### config.mk
export PLATFORM = sky130hd
export DESIGN_NAME = subtractor_serial
export DESIGN_NICKNAME = d
export VERILOG_FILES = /design/src/rtl/arith_pkg.sv /design/src/rtl/sub_digit.sv /design/src/rtl/subtractor_serial.sv
export SDC_FILE = /design/constraint.sdc
export NUM_CORES = 1
export LEC_CHECK = 0
export ABC_CLOCK_PERIOD_IN_PS = 3900
export CORE_MARGIN = 8
export CORE_UTILIZATION = 55
export DETAILED_ROUTE_END_ITERATION = 12
export DONT_BUFFER_PORTS = 1
export GPL_ROUTABILITY_DRIVEN = 0
export PLACE_DENSITY = 0.68
export SKIP_LAST_GASP = 1
export SLEW_MARGIN = 5
export SYNTH_ARGS = -nofsm -noshare
export SYNTH_HDL_FRONTEND = slang
export SYNTH_SLANG_ARGS = --single-unit
### constraint.sdc
create_clock -name clk -period 3.9 [get_ports clk]
set_clock_uncertainty 0.1 [all_clocks]
set_input_delay 0.585 -clock clk [delete_from_list [all_inputs] [get_ports clk]]
set_output_delay 0.585 -clock clk [all_outputs]
set_load 0.005 [all_outputs]
### src/rtl/arith_pkg.sv
// Shared definitions for the serial arithmetic blocks: FSM encoding and default sizing.
// Default WIDTH/DIGIT match the adder variants so they line up in the block set.
package arith_pkg;

  localparam int DEF_WIDTH = 32;
  localparam int DEF_DIGIT = 4;
  localparam int DEF_N     = DEF_WIDTH / DEF_DIGIT;

  typedef enum logic {
    IDLE = 1'b0,
    RUN  = 1'b1
  } state_e;

  // Keeps the counter at least one bit wide when a single digit covers the operand.
  function automatic int cnt_width(input int n);
    return (n > 1) ? $clog2(n) : 1;
  endfunction

  localparam int DEF_CNT_W = cnt_width(DEF_N);

endpackage

### src/rtl/sub_digit.sv
// Combinational DIGIT-bit subtract cell: {bout, diff} = x - y - bin.
// No state; the borrow is the sign bit of a DIGIT+1 bit difference.
module sub_digit #(
  parameter int DIGIT = 4
) (
  input  logic [DIGIT-1:0] x_i,
  input  logic [DIGIT-1:0] y_i,
  input  logic             bin_i,
  output logic [DIGIT-1:0] diff_o,
  output logic             bout_o
);

  logic [DIGIT:0] full;

  assign full   = {1'b0, x_i} - {1'b0, y_i} - {{DIGIT{1'b0}}, bin_i};
  assign diff_o = full[DIGIT-1:0];
  assign bout_o = full[DIGIT];

endmodule

### src/rtl/subtractor_serial.sv
// Digit-serial subtractor: d = a - b - bi, DIGIT bits per clock, done pulses N cycles after start.
// Optional signed-overflow output ov is built when SUB_OVERFLOW_EN is defined.
module subtractor_serial
  import arith_pkg::*;
#(
  parameter int WIDTH = DEF_WIDTH,
  parameter int DIGIT = DEF_DIGIT
) (
  input  logic             clk,
  input  logic             rst_n,
  input  logic             start,
  output logic             ready,
  input  logic [WIDTH-1:0] a,
  input  logic [WIDTH-1:0] b,
  input  logic             bi,
  output logic [WIDTH-1:0] d,
  output logic             bo,
  output logic             done
`ifdef SUB_OVERFLOW_EN
  ,
  output logic             ov
`endif
);

  localparam int N     = WIDTH / DIGIT;
  localparam int CNT_W = cnt_width(N);

  if ((DIGIT < 1) || (WIDTH % DIGIT != 0)) begin : g_bad_cfg
    $error("subtractor_serial: WIDTH must be a positive multiple of DIGIT");
  end

  state_e             state_q, state_d;
  logic [CNT_W-1:0]   cnt_q, cnt_d;
  logic [WIDTH-1:0]   a_q, a_d;
  logic [WIDTH-1:0]   b_q, b_d;
  logic               brw_q, brw_d;
  logic [WIDTH-1:0]   res_q, res_d;
  logic [WIDTH-1:0]   d_q, d_d;
  logic               bo_q, bo_d;
  logic               done_q, done_d;
`ifdef SUB_OVERFLOW_EN
  logic               sa_q, sa_d;
  logic               sb_q, sb_d;
  logic               ov_q, ov_d;
`endif

  logic               accept;
  logic               last;
  logic [DIGIT-1:0]   dig_diff;
  logic               dig_bout;
  logic [WIDTH+DIGIT-1:0] res_cat;
  logic [WIDTH-1:0]   res_nxt;

  sub_digit #(
    .DIGIT (DIGIT)
  ) u_sub_digit (
    .x_i    (a_q[DIGIT-1:0]),
    .y_i    (b_q[DIGIT-1:0]),
    .bin_i  (brw_q),
    .diff_o (dig_diff),
    .bout_o (dig_bout)
  );

  // New digits enter at the top so the LSB digit ends up at bit 0 after N shifts.
  assign res_cat = {dig_diff, res_q};
  assign res_nxt = res_cat[WIDTH+DIGIT-1:DIGIT];

  assign accept = ready && start;
  assign last   = (state_q == RUN) && (cnt_q == CNT_W'(N - 1));

  always_ff @(posedge clk or negedge rst_n) begin
    if (!rst_n) begin
      state_q <= IDLE;
    end else begin
      state_q <= state_d;
    end
  end

  always_comb begin
    state_d = state_q;
    case (state_q)
      IDLE:    if (start) state_d = RUN;
      RUN:     if (last)  state_d = IDLE;
      default: state_d = IDLE;
    endcase
  end

  always_comb begin
    ready = (state_q == IDLE);
  end

  always_comb begin
    cnt_d  = cnt_q;
    a_d    = a_q;
    b_d    = b_q;
    brw_d  = brw_q;
    res_d  = res_q;
    d_d    = d_q;
    bo_d   = bo_q;
    done_d = 1'b0;
`ifdef SUB_OVERFLOW_EN
    sa_d   = sa_q;
    sb_d   = sb_q;
    ov_d   = ov_q;
`endif
    if (accept) begin
      cnt_d = '0;
      a_d   = a;
      b_d   = b;
      brw_d = bi;
      res_d = '0;
`ifdef SUB_OVERFLOW_EN
      sa_d  = a[WIDTH-1];
      sb_d  = b[WIDTH-1];
`endif
    end else if (state_q == RUN) begin
      a_d   = a_q >> DIGIT;
      b_d   = b_q >> DIGIT;
      brw_d = dig_bout;
      res_d = res_nxt;
      cnt_d = cnt_q + 1'b1;
      if (last) begin
        cnt_d  = '0;
        d_d    = res_nxt;
        bo_d   = dig_bout;
        done_d = 1'b1;
`ifdef SUB_OVERFLOW_EN
        ov_d   = (sa_q != sb_q) && (res_nxt[WIDTH-1] != sa_q);
`endif
      end
    end
  end

  always_ff @(posedge clk or negedge rst_n) begin
    if (!rst_n) begin
      cnt_q  <= '0;
      a_q    <= '0;
      b_q    <= '0;
      brw_q  <= 1'b0;
      res_q  <= '0;
      d_q    <= '0;
      bo_q   <= 1'b0;
      done_q <= 1'b0;
`ifdef SUB_OVERFLOW_EN
      sa_q   <= 1'b0;
      sb_q   <= 1'b0;
      ov_q   <= 1'b0;
`endif
    end else begin
      cnt_q  <= cnt_d;
      a_q    <= a_d;
      b_q    <= b_d;
      brw_q  <= brw_d;
      res_q  <= res_d;
      d_q    <= d_d;
      bo_q   <= bo_d;
      done_q <= done_d;
`ifdef SUB_OVERFLOW_EN
      sa_q   <= sa_d;
      sb_q   <= sb_d;
      ov_q   <= ov_d;
`endif
    end
  end

  assign d    = d_q;
  assign bo   = bo_q;
  assign done = done_q;
`ifdef SUB_OVERFLOW_EN
  assign ov   = ov_q;
`endif

endmodule

=== Word-level counts from Yosys, hierarchy flattened ===
Cells that the tools add are included.

* Reduce and logical (&&, ||, !) cells: 4
* Equality and inequality tests: 1
* Bitwise operators: 2
* Add/sub/neg operators: 3
* Multiplexer cells: 17

{| class="wikitable"
|+ Operators by type and width
! cell !! number
|-
| $mux W32 || 6
|-
| $mux W3 || 3
|-
| $mux W1 || 7
|-
| $sub A4 B4 Y5 || 1
|-
| $sub A5 B1 Y5 || 1
|-
| $add A3 B1 Y3 const B || 1
|-
| $eq A3 B3 Y1 const B || 1
|-
| $reduce_and A3 Y1 || 1
|-
| $logic_and A1 B1 Y1 || 2
|-
| $not A1 Y1 || 2
|-
| $pmux W1 S2 || 1
|-
| $reduce_bool A2 Y1 || 1
|}

* Register bits after elaboration: 135
* Output and inout bits: 35
* Logic and storage cells: 36
* Input port bits: 68

=== Longest topological paths before layout ===
Gate-level depths: netlist of run 1.

* Depth after elaboration: 5
* Depth in mapped cells: 7
* Gate-level depth less buffers: 7

=== Cells and area by module ===
Synthesis of run 1 repeated with hierarchy kept, for this count alone.

* Cell total of the unflattened synthesis: 445
* Area total of the unflattened synthesis: 5524.0 um^2

{| class="wikitable"
|+ By module, submodules not included
! module !! seq. area each (um^2) !! times used !! area an instance (um^2) !! cells an instance
|-
| subtractor_serial || 3278.1 || 1 || 5316.3 || 421
|-
| sub_digit || 0.0 || 1 || 207.7 || 24
|}

=== Worst setup path before layout of run 1 ===
OpenSTA, ideal clock, no wires.

* Path type: register -> register
* From: register a_q[0]
* To: register bo_q (netlist: bo)
* Slack: 1.923 ns
* Clock period less this slack: 1.977 ns
* Library setup time: 0.127 ns
* Stages on the path, launching flop included: 7
* Data required time: 3.673 ns
* Arrival time: 1.750 ns
* Buffers on the path: 0
* Cells stage by stage: dfrtp_1 fa_1 fa_1 nand2b_1 a21oi_1 xnor2_1 o21ai_0

* Word-level cells in the longest chain between the ends: 2

{| class="wikitable"
|+ Ends and longest elaborated chain
! element !! line !! RTL
|-
| start: declaration || subtractor_serial.sv:34 || <nowiki>logic [WIDTH-1:0] a_q, a_d;</nowiki>
|-
| start signal: assignment || subtractor_serial.sv:137 || <nowiki>a_q <= '0;</nowiki>
|-
| start signal: assignment || subtractor_serial.sv:151 || <nowiki>a_q <= a_d;</nowiki>
|-
| $sub A4 B4 Y5 || sub_digit.sv:15 || <nowiki>assign full = {1'b0, x_i} - {1'b0, y_i} - {{DIGIT{1'b0}}, bin_i};</nowiki>
|-
| $sub A5 B1 Y5 || sub_digit.sv:15 ||
|-
| end signal: assignment || subtractor_serial.sv:156 || <nowiki>bo_q <= bo_d;</nowiki>
|-
| end: declaration || subtractor_serial.sv:39 || <nowiki>logic bo_q, bo_d;</nowiki>
|}

Every way passes these cells.
A chain may end at the register's enable or synchronous reset.

=== Final worst setup path of run 1 ===
* From: register state_q
* To: output ready

* Word-level cells in the longest chain between the ends: 1

{| class="wikitable"
|+ Ends and longest elaborated chain
! element !! line !! RTL
|-
| start: declaration || subtractor_serial.sv:32 || <nowiki>state_e state_q, state_d;</nowiki>
|-
| start signal: assignment || subtractor_serial.sv:75 || <nowiki>state_q <= state_d;</nowiki>
|-
| $not A1 Y1 || - ||
|-
| end: declaration || subtractor_serial.sv:12 || <nowiki>output logic ready,</nowiki>
|}

Every way passes these cells.

==> flow_metrics.tcl, run 1 <==
set metrics [dict create \
    firstDrtPassIters 4 \
    r2r-end "d[31]$_DFFE_PN0P_" \
    ys.flop_type "dfrtp_1" \
    path_depth 1 \
    crit_slowest_cell "dfrtp_4" \
    cts_setup_buffers 0 \
    insertion_delay_ps 510 \
    hold-worst-slack_ps 132 \
    num_antenna_cells 0 \
    finalHoldViolations 0 \
    fill_cells 756 \
    period_minus_slack_ps 2340 \
    async_flop_share_pct 100 \
    p_sw_share_pct 29.5 \
    grt_max_degree 132 \
    power.switching_w 0.00160 \
    p_comb_share_pct 22.9 \
    ctsResizeCount 0 \
    antenna_found_initial 0 \
    initial_core_util_pct 55.6 \
    dp_hpwl_mm 7.02 \
    critical_path.max_fanout 79 \
    grt_setup_unrepaired "false" \
    arrival_ps 1650 \
    cts.clk_slew.worst_paths_ps 60 \
    cts_tree "done" \
    core_area_sq_um 10100 \
    grt_pass1_wl_mm 17.4 \
    numCtsBuffers 17 \
    worstSetupEndpoint "ready" \
    synthToLayoutAreaGrowth_pct 12.2 \
    cp_num_buf_inv 1 \
    ys_ff_latch 131 \
    final_core_util_pct 62.4 \
    p_int_w 0.00383 \
    p_leak_nw 3.10 \
    max_freq_mhz 428 \
    yosysWarnings 0 \
    powerDensity_nw_per_um2 859 \
    crit_family "flip-flops" \
    routed_via_density 5.49 \
    syn-cell-area_sq_um 5640 \
    drt_iter0_markers 250 \
    multi_input_area_sq_um 2120 \
    htree_levels 4 \
    maxCapViolCount 0 \
    slew_headroom_pct 25.9 \
    crit_type "flop to output port" \
    timing.final.max_slew_violations 0 \
    syn_inst 445 \
    io_pins 103 \
    synth-seq-area-share_pct 58.1 \
    vias 3210 \
    io_buffers 0 \
    wire_per_inst_um 18.4 \
    wl_mm 10.8 \
    ff2ff_path_depth 3 \
    setup_viol 0 \
    ys_types 24 \
    design.die.area_sq_um 13700 \
    slowest_delay_ps 900 \
    cp.required_ps 3210 \
    worstMarginPinSlew_ps 1110 \
    die_w_um 117 \
    hp-class "input pin to flop" \
    fp.dieH_um 117 \
    numClockSinks 131 \
    root_buffer "clkbuf_8" \
    tns_ps 0 \
    finalCritPeriodShare_pct 60.0 \
    syn_nets 521 \
    clockBufferDepth 2 \
    drc_errors 0 \
    rows 37 \
    synth-edff-count 0 \
    status "finished clean" \
    crit_start "state_q$_DFF_PN0_" \
    p_seq_share_pct 44.6 \
    grt-ovfl-total 0 \
    grt_pass1_vias 3357 \
    register_area_sq_um 3280 \
    drive_gt1_share_pct 15.4 \
    cp-start-kind "flop" \
    clkPwrFrac_pct 32.6 \
    fin_nets 512 \
    grt.total_usage_pct 16.7 \
    cp_cell_sequence "inv_1" \
    ff2ff_setup_slack_ps 1720 \
    r2r-start "state_q$_DFF_PN0_" \
    synth.avg_cell_area_sq_um 12.7 \
    peakVddDrop_uv 319 \
    ant_nets 0 \
    hold_buffers 2 \
    worstSetupEndpointType "output port" \
]
[area by class of cell]
type / count / area share [%]
clock inverter: 12 / 3.60
inverter: 12 / 0.712
multi-input combinational: 271 / 33.5
timing repair buffer: 3 / 0.712
tap: 136 / 2.69
clock buffer: 20 / 6.88
sequential: 131 / 51.9
[cell usage after synthesis, types with 3 or more instances]
library cell,number,area (sq um)
dfrtp_1,131,3280
mux2i_1,64,641
nand2_1,60,225
o21ai_0,59,295
mux2_4,28,420
a22o_1,27,236
buf_2,13,65.1
inv_1,12,45.0
nor2_1,9,33.8
clkbuf_1,8,30.0
buf_6,7,78.8
ha_1,6,75.1
mux2_2,4,45.0
buf_4,3,22.5
[layout by cell type, fill, tap and decap left out]
master and n:
dfrtp_1 130, mux2i_1 64, nand2_1 60, o21ai_0 59, mux2_4 28, a22o_1 27, clkbuf_16 16, inv_1 12
nor2_1 8, ha_1 6, bufinv_16 6, mux2_2 4, clkinv_4 3, a32o_1 2, a21oi_1 2, xnor2_1 2
fa_1 2, clkbuf_8 2, clkbuf_1 2, nand2_4 1, xor2_1 1, nor2_2 1, nand2b_1 1, o211a_1 1
a211oi_2 1, a22o_2 1, clkinvlp_4 1, clkinv_2 1, inv_6 1, buf_16 1, dlygate4sd3_1 1, buf_4 1
dfrtp_4 1
[metrics by stage]
stage / area, sq um / power (W) / setup slack (ps) / cells
3_3_place_gp: 5630 / 0.00360 / 1760 / 551
6_report: 6330 / 0.00543 / 1560 / 585
5_1_grt: 6330 / 0.00576 / 1430 / 585
2_1_floorplan: 5640 / 0.00339 / 1920 / 445
3_5_place_dp: 5630 / 0.00368 / 1710 / 551
4_1_cts: 6330 / 0.00550 / 1530 / 585
[layer usage]
layer | track usage, % | vias to the layer above | wire length, um
met5 | 0 | - | 0
met4 | 5.89 | 0 | 133
met3 | 7.49 | 15 | 946
met2 | 26.9 | 79 | 5160
met1 | 19.3 | 1581 | 4510
li1 | - | 1535 | -
[power groups by stage]
| stage | Combinational [W] | Sequential (W) | Clock (W) |
|---|---|---|---|
| floorplan | 0.00118 | 0.00222 | 0 |
| global placement | 0.00117 | 0.00243 | 0 |
| detailed placement | 0.00123 | 0.00246 | 0 |
| CTS | 0.00127 | 0.00243 | 0.00180 |
| global route | 0.00140 | 0.00250 | 0.00186 |
| finish | 0.00124 | 0.00242 | 0.00177 |
[cell families after synthesis]
logic type                 synth area share (%)
DFF                                        58.1
AOI/OAI and AO/OA                          10.5
adders and majority gates                  2.04
xor gates and xnor gates                  0.466
buffers and inverters                      4.28
and+or+nand+nor                            4.90
muxes                                      19.6
[state kept, by name, summed over array words and instances (netlist names)]
name / cells
brw_q: 1
bo: 1
cnt_q: 3
b_q: 32
done: 1
a_q: 32
state_q: 1
res_q: 28
d: 32
[worst min-delay path by stage]
stage,from,endpoint,slack (ps),depth (start not counted)
after floorplan,rst_n,a_q[0]$_DFFE_PN0P_,190,0
after global placement,rst_n,d[3]$_DFFE_PN0P_,190,0
after detailed placement,rst_n,d[12]$_DFFE_PN0P_,190,0
after CTS,a[30],a_q[30]$_DFFE_PN0P_,110,2
after global routing,a[29],a_q[29]$_DFFE_PN0P_,110,2
final,a[30],a_q[30]$_DFFE_PN0P_,130,2
Power figures use the tool's default switching activity.
==> inputs of run 2 (changes only) <==
ABC_CLOCK_PERIOD_IN_PS = 2320   (was 3900)
clock period = 2.32 ns   (was 3.9 ns; I/O delays follow)
==> run 2 against run 1 <==
Against the previous run:
- synthesized cell count did not move
- synthesized area did not move
- the run now fails in clock tree synthesis (4_1_cts)
==> flow_metrics.tcl, run 2 <==
set metrics [dict create \
    place_inst 554 \
    ys_ff_latch 131 \
    cts_setup_buffers 0 \
    initial_core_util_pct 55.6 \
    hold_buffers 118 \
    yosysWarnings 0 \
    numClockSinks 131 \
    htree_levels 4 \
    synth.avg_cell_area_sq_um 12.7 \
    syn_inst 445 \
    dp_hpwl_mm 6.99 \
    syn-cell-area_sq_um 5640 \
    io_pins 103 \
    syn_nets 521 \
    fp.dieH_um 117 \
    synth_top_area_share_pct 58.1 \
    synth-edff-count 0 \
    synth_largest_area_cell "dfrtp_1" \
    error "[ERROR RSZ-0060] Max buffer count reached." \
    ys_types 24 \
    rows 37 \
    root_buffer "clkbuf_8" \
    die_w_um 117 \
    synth_area_leaders "dfrtp_1, mux2i_1, mux2_4" \
    clockBufferDepth 2 \
    ctsResizeCount 1 \
    preCtsSetupSlack_ps 218 \
    lastStage "clock tree synthesis (4_1_cts)" \
    yosys-top-cells-count "dfrtp_1, mux2i_1, nand2_1" \
    io_buffers 0 \
    numCtsBuffers 17 \
    async_flop_share_pct 100 \
    status "did not finish" \
    ys.flop_type "dfrtp_1" \
    synth-seq-area-share_pct 58.1 \
    synth_most_common_cell "dfrtp_1" \
]
## run 2: cell counts after synthesis
Identical to the previous run, type by type.
## run 2: stage by stage
step | hold slack (ps) | area [sq um] | utilization (%)
floorplan | -47.6 | 5640 | -
global placement | -43.2 | 5650 | 55.7
detailed placement | -43.1 | 5650 | 55.7
## run 2: kinds of logic after synthesis
family	count (synthesis)	synth area share, %
flip-flops	131	58.1
XOR/XNOR	3	0.466
adder cells (fa/ha/maj)	8	2.04
AO/OA/AOI/OAI	93	10.5
AND/OR/NAND/NOR	71	4.90
buffers and inverters	43	4.28
multiplexers	96	19.6
==> inputs of run 3 (changes only) <==
CORE_UTILIZATION = 40   (was 55)
PLACE_DENSITY = unset   (was 0.68)
PLACE_DENSITY_LB_ADDON = 0.15   (was unset)
==> run 3 against run 2 <==
Against the previous run:
- the flow now finishes, with violations (negative hold slack)
==> flow_metrics.tcl, run 3 (synthesis results as in run 1) <==
set metrics [dict create \
    initial_core_util_pct 40.8 \
    vias 3252 \
    root_buffer "clkbuf_16" \
    period_minus_slack_ps 2130 \
    grt_max_degree 132 \
    dp_hpwl_mm 7.54 \
    design.die.area_sq_um 18100 \
    ff2ff_setup_slack_ps 190 \
    critical_path.max_fanout 2 \
    drive_gt1_share_pct 15.4 \
    powerDensity_nw_per_um2 1360 \
    place_inst 600 \
    wl_mm 11.5 \
    wire_per_inst_um 18.0 \
    p_leak_nw 3.10 \
    hold-worst-slack_ps -465 \
    cts.clk_slew.worst_paths_ps 50 \
    io_pins 103 \
    maxCapViolCount 0 \
    fin_nets 523 \
    arrival_ps 2300 \
    met1_usage_pct 15.8 \
    cp_cell_sequence "fa_1, fa_1, nand2b_1, a21oi_1, xnor2_1, a21oi_1" \
    final_core_util_pct 46.0 \
    status "finished with violations" \
    tns_ps 0 \
    io_buffers 0 \
    grt-ovfl-total 0 \
    grtUsageMet3_pct 6.43 \
    grt.total_usage_pct 13.3 \
    routed_via_density 5.08 \
    cp-start-kind "flop" \
    ff2ff_path_depth 6 \
    firstDrtPassIters 5 \
    htree_levels 4 \
    slowest_delay_ps 470 \
    setup_slack_ps 186 \
    die_w_um 135 \
    cts_tree "done" \
    slew_headroom_pct 52.3 \
    layout_commonest_cell "dfrtp_1" \
    violations "negative hold slack" \
    insertion_delay_ps 410 \
    setup_viol 0 \
    clockBufferDepth 2 \
    ant_nets 0 \
    crit_type "flop to flop" \
    antenna_found_initial 0 \
    use_met2_pct 20.2 \
    numCtsBuffers 17 \
    grt_setup_unrepaired "false" \
    rows 43 \
    max_freq_mhz 469 \
    grt_pass1_vias 3500 \
    most-common-layout-cells "dfrtp_1, mux2i_1, nand2_1" \
    fill_cells 1245 \
    grt_pass1_wl_mm 18.8 \
    fp.dieH_um 135 \
    cp.required_ps 2490 \
    busiest_layer "met2" \
    finalHoldViolations 131 \
    finalNonFillerCells 640 \
    drt_iter0_markers 202 \
    preCtsSetupSlack_ps 183 \
    hp-class "input pin to async pin" \
    crit_slowest_cell "fa_1" \
    fin_total_pwr_w 0.00868 \
    synthToLayoutAreaGrowth_pct 12.8 \
    worstSetupEndpointType "flop" \
    drc_errors 0 \
    cts_setup_buffers 0 \
    core_area_sq_um 13800 \
    num_antenna_cells 0 \
    finalCritPeriodShare_pct 92.0 \
    worstMarginPinSlew_ps 715 \
    hold_buffers 8 \
    timing.final.max_slew_violations 0 \
    numClockSinks 131 \
    peakVddDrop_uv 504 \
]
run 3: final cells by class:
type / instances / area (sq um) / share of cell area (%)
multi-input combinational: 271 / 2120 / 33.3
timing repair buffer: 14 / 125 / 1.97
tap: 180 / 225 / 3.54
sequential: 131 / 3280 / 51.6
clock inverter: 10 / 109 / 1.71
clock buffer: 22 / 454 / 7.14
inverter: 12 / 45.0 / 0.708
run 3: worst max-delay path, delay by kind of cell (launching register included):
family | cells | cell delay (ps)
simple gates | 1 | 170
compound gates | 2 | 280
fa+ha+maj | 2 | 890
xor+xnor | 1 | 170
flops | 1 | 400
run 3: worst paths after layout:
check | start | end
setup / recovery | a_q[0]$_DFFE_PN0P_ | brw_q$_DFFE_PN0P_
hold / removal | rst_n | res_q[7]$_DFFE_PN0P_
setup reg to reg | a_q[0]$_DFFE_PN0P_ | brw_q$_DFFE_PN0P_
hold reg to reg | a_q[11]$_DFFE_PN0P_ | a_q[7]$_DFFE_PN0P_
max in group asynchronous | rst_n | a_q[3]$_DFFE_PN0P_
min in group clk | b[30] | b_q[30]$_DFFE_PN0P_
run 3: what timing repair did:
action / CTS / global route
endpoints found under the setup margin: 0 / 0
resized for setup: 0 / 0
hold endpoints to repair: 139 / 131
run 3: layer usage:
metal	share of wire [%]	up-vias	wire [um]
li1	-	1562	-
met1	43	1589	4920
met2	46	87	5300
met3	9.4	14	1080
met4	1.6	0	185
met5	0	-	0
run 3: stage by stage:
| stage | hold WS, ps | cell area [sq um] |
|---|---|---|
| floorplan | -47.6 | 5640 |
| global placement | -43.9 | 5720 |
| detailed placement | -43.8 | 5720 |
| CTS | -485 | 6360 |
| global route | -490 | 6360 |
| finish | -465 | 6360 |
run 3: report_power, final:
part	internal (W)	switching, W	total, W
combinational	0.00122	0.000933	0.00215
clock	0.00160	0.000938	0.00254
sequential	0.00325	0.000740	0.00399
total	0.00607	0.00261	0.00868
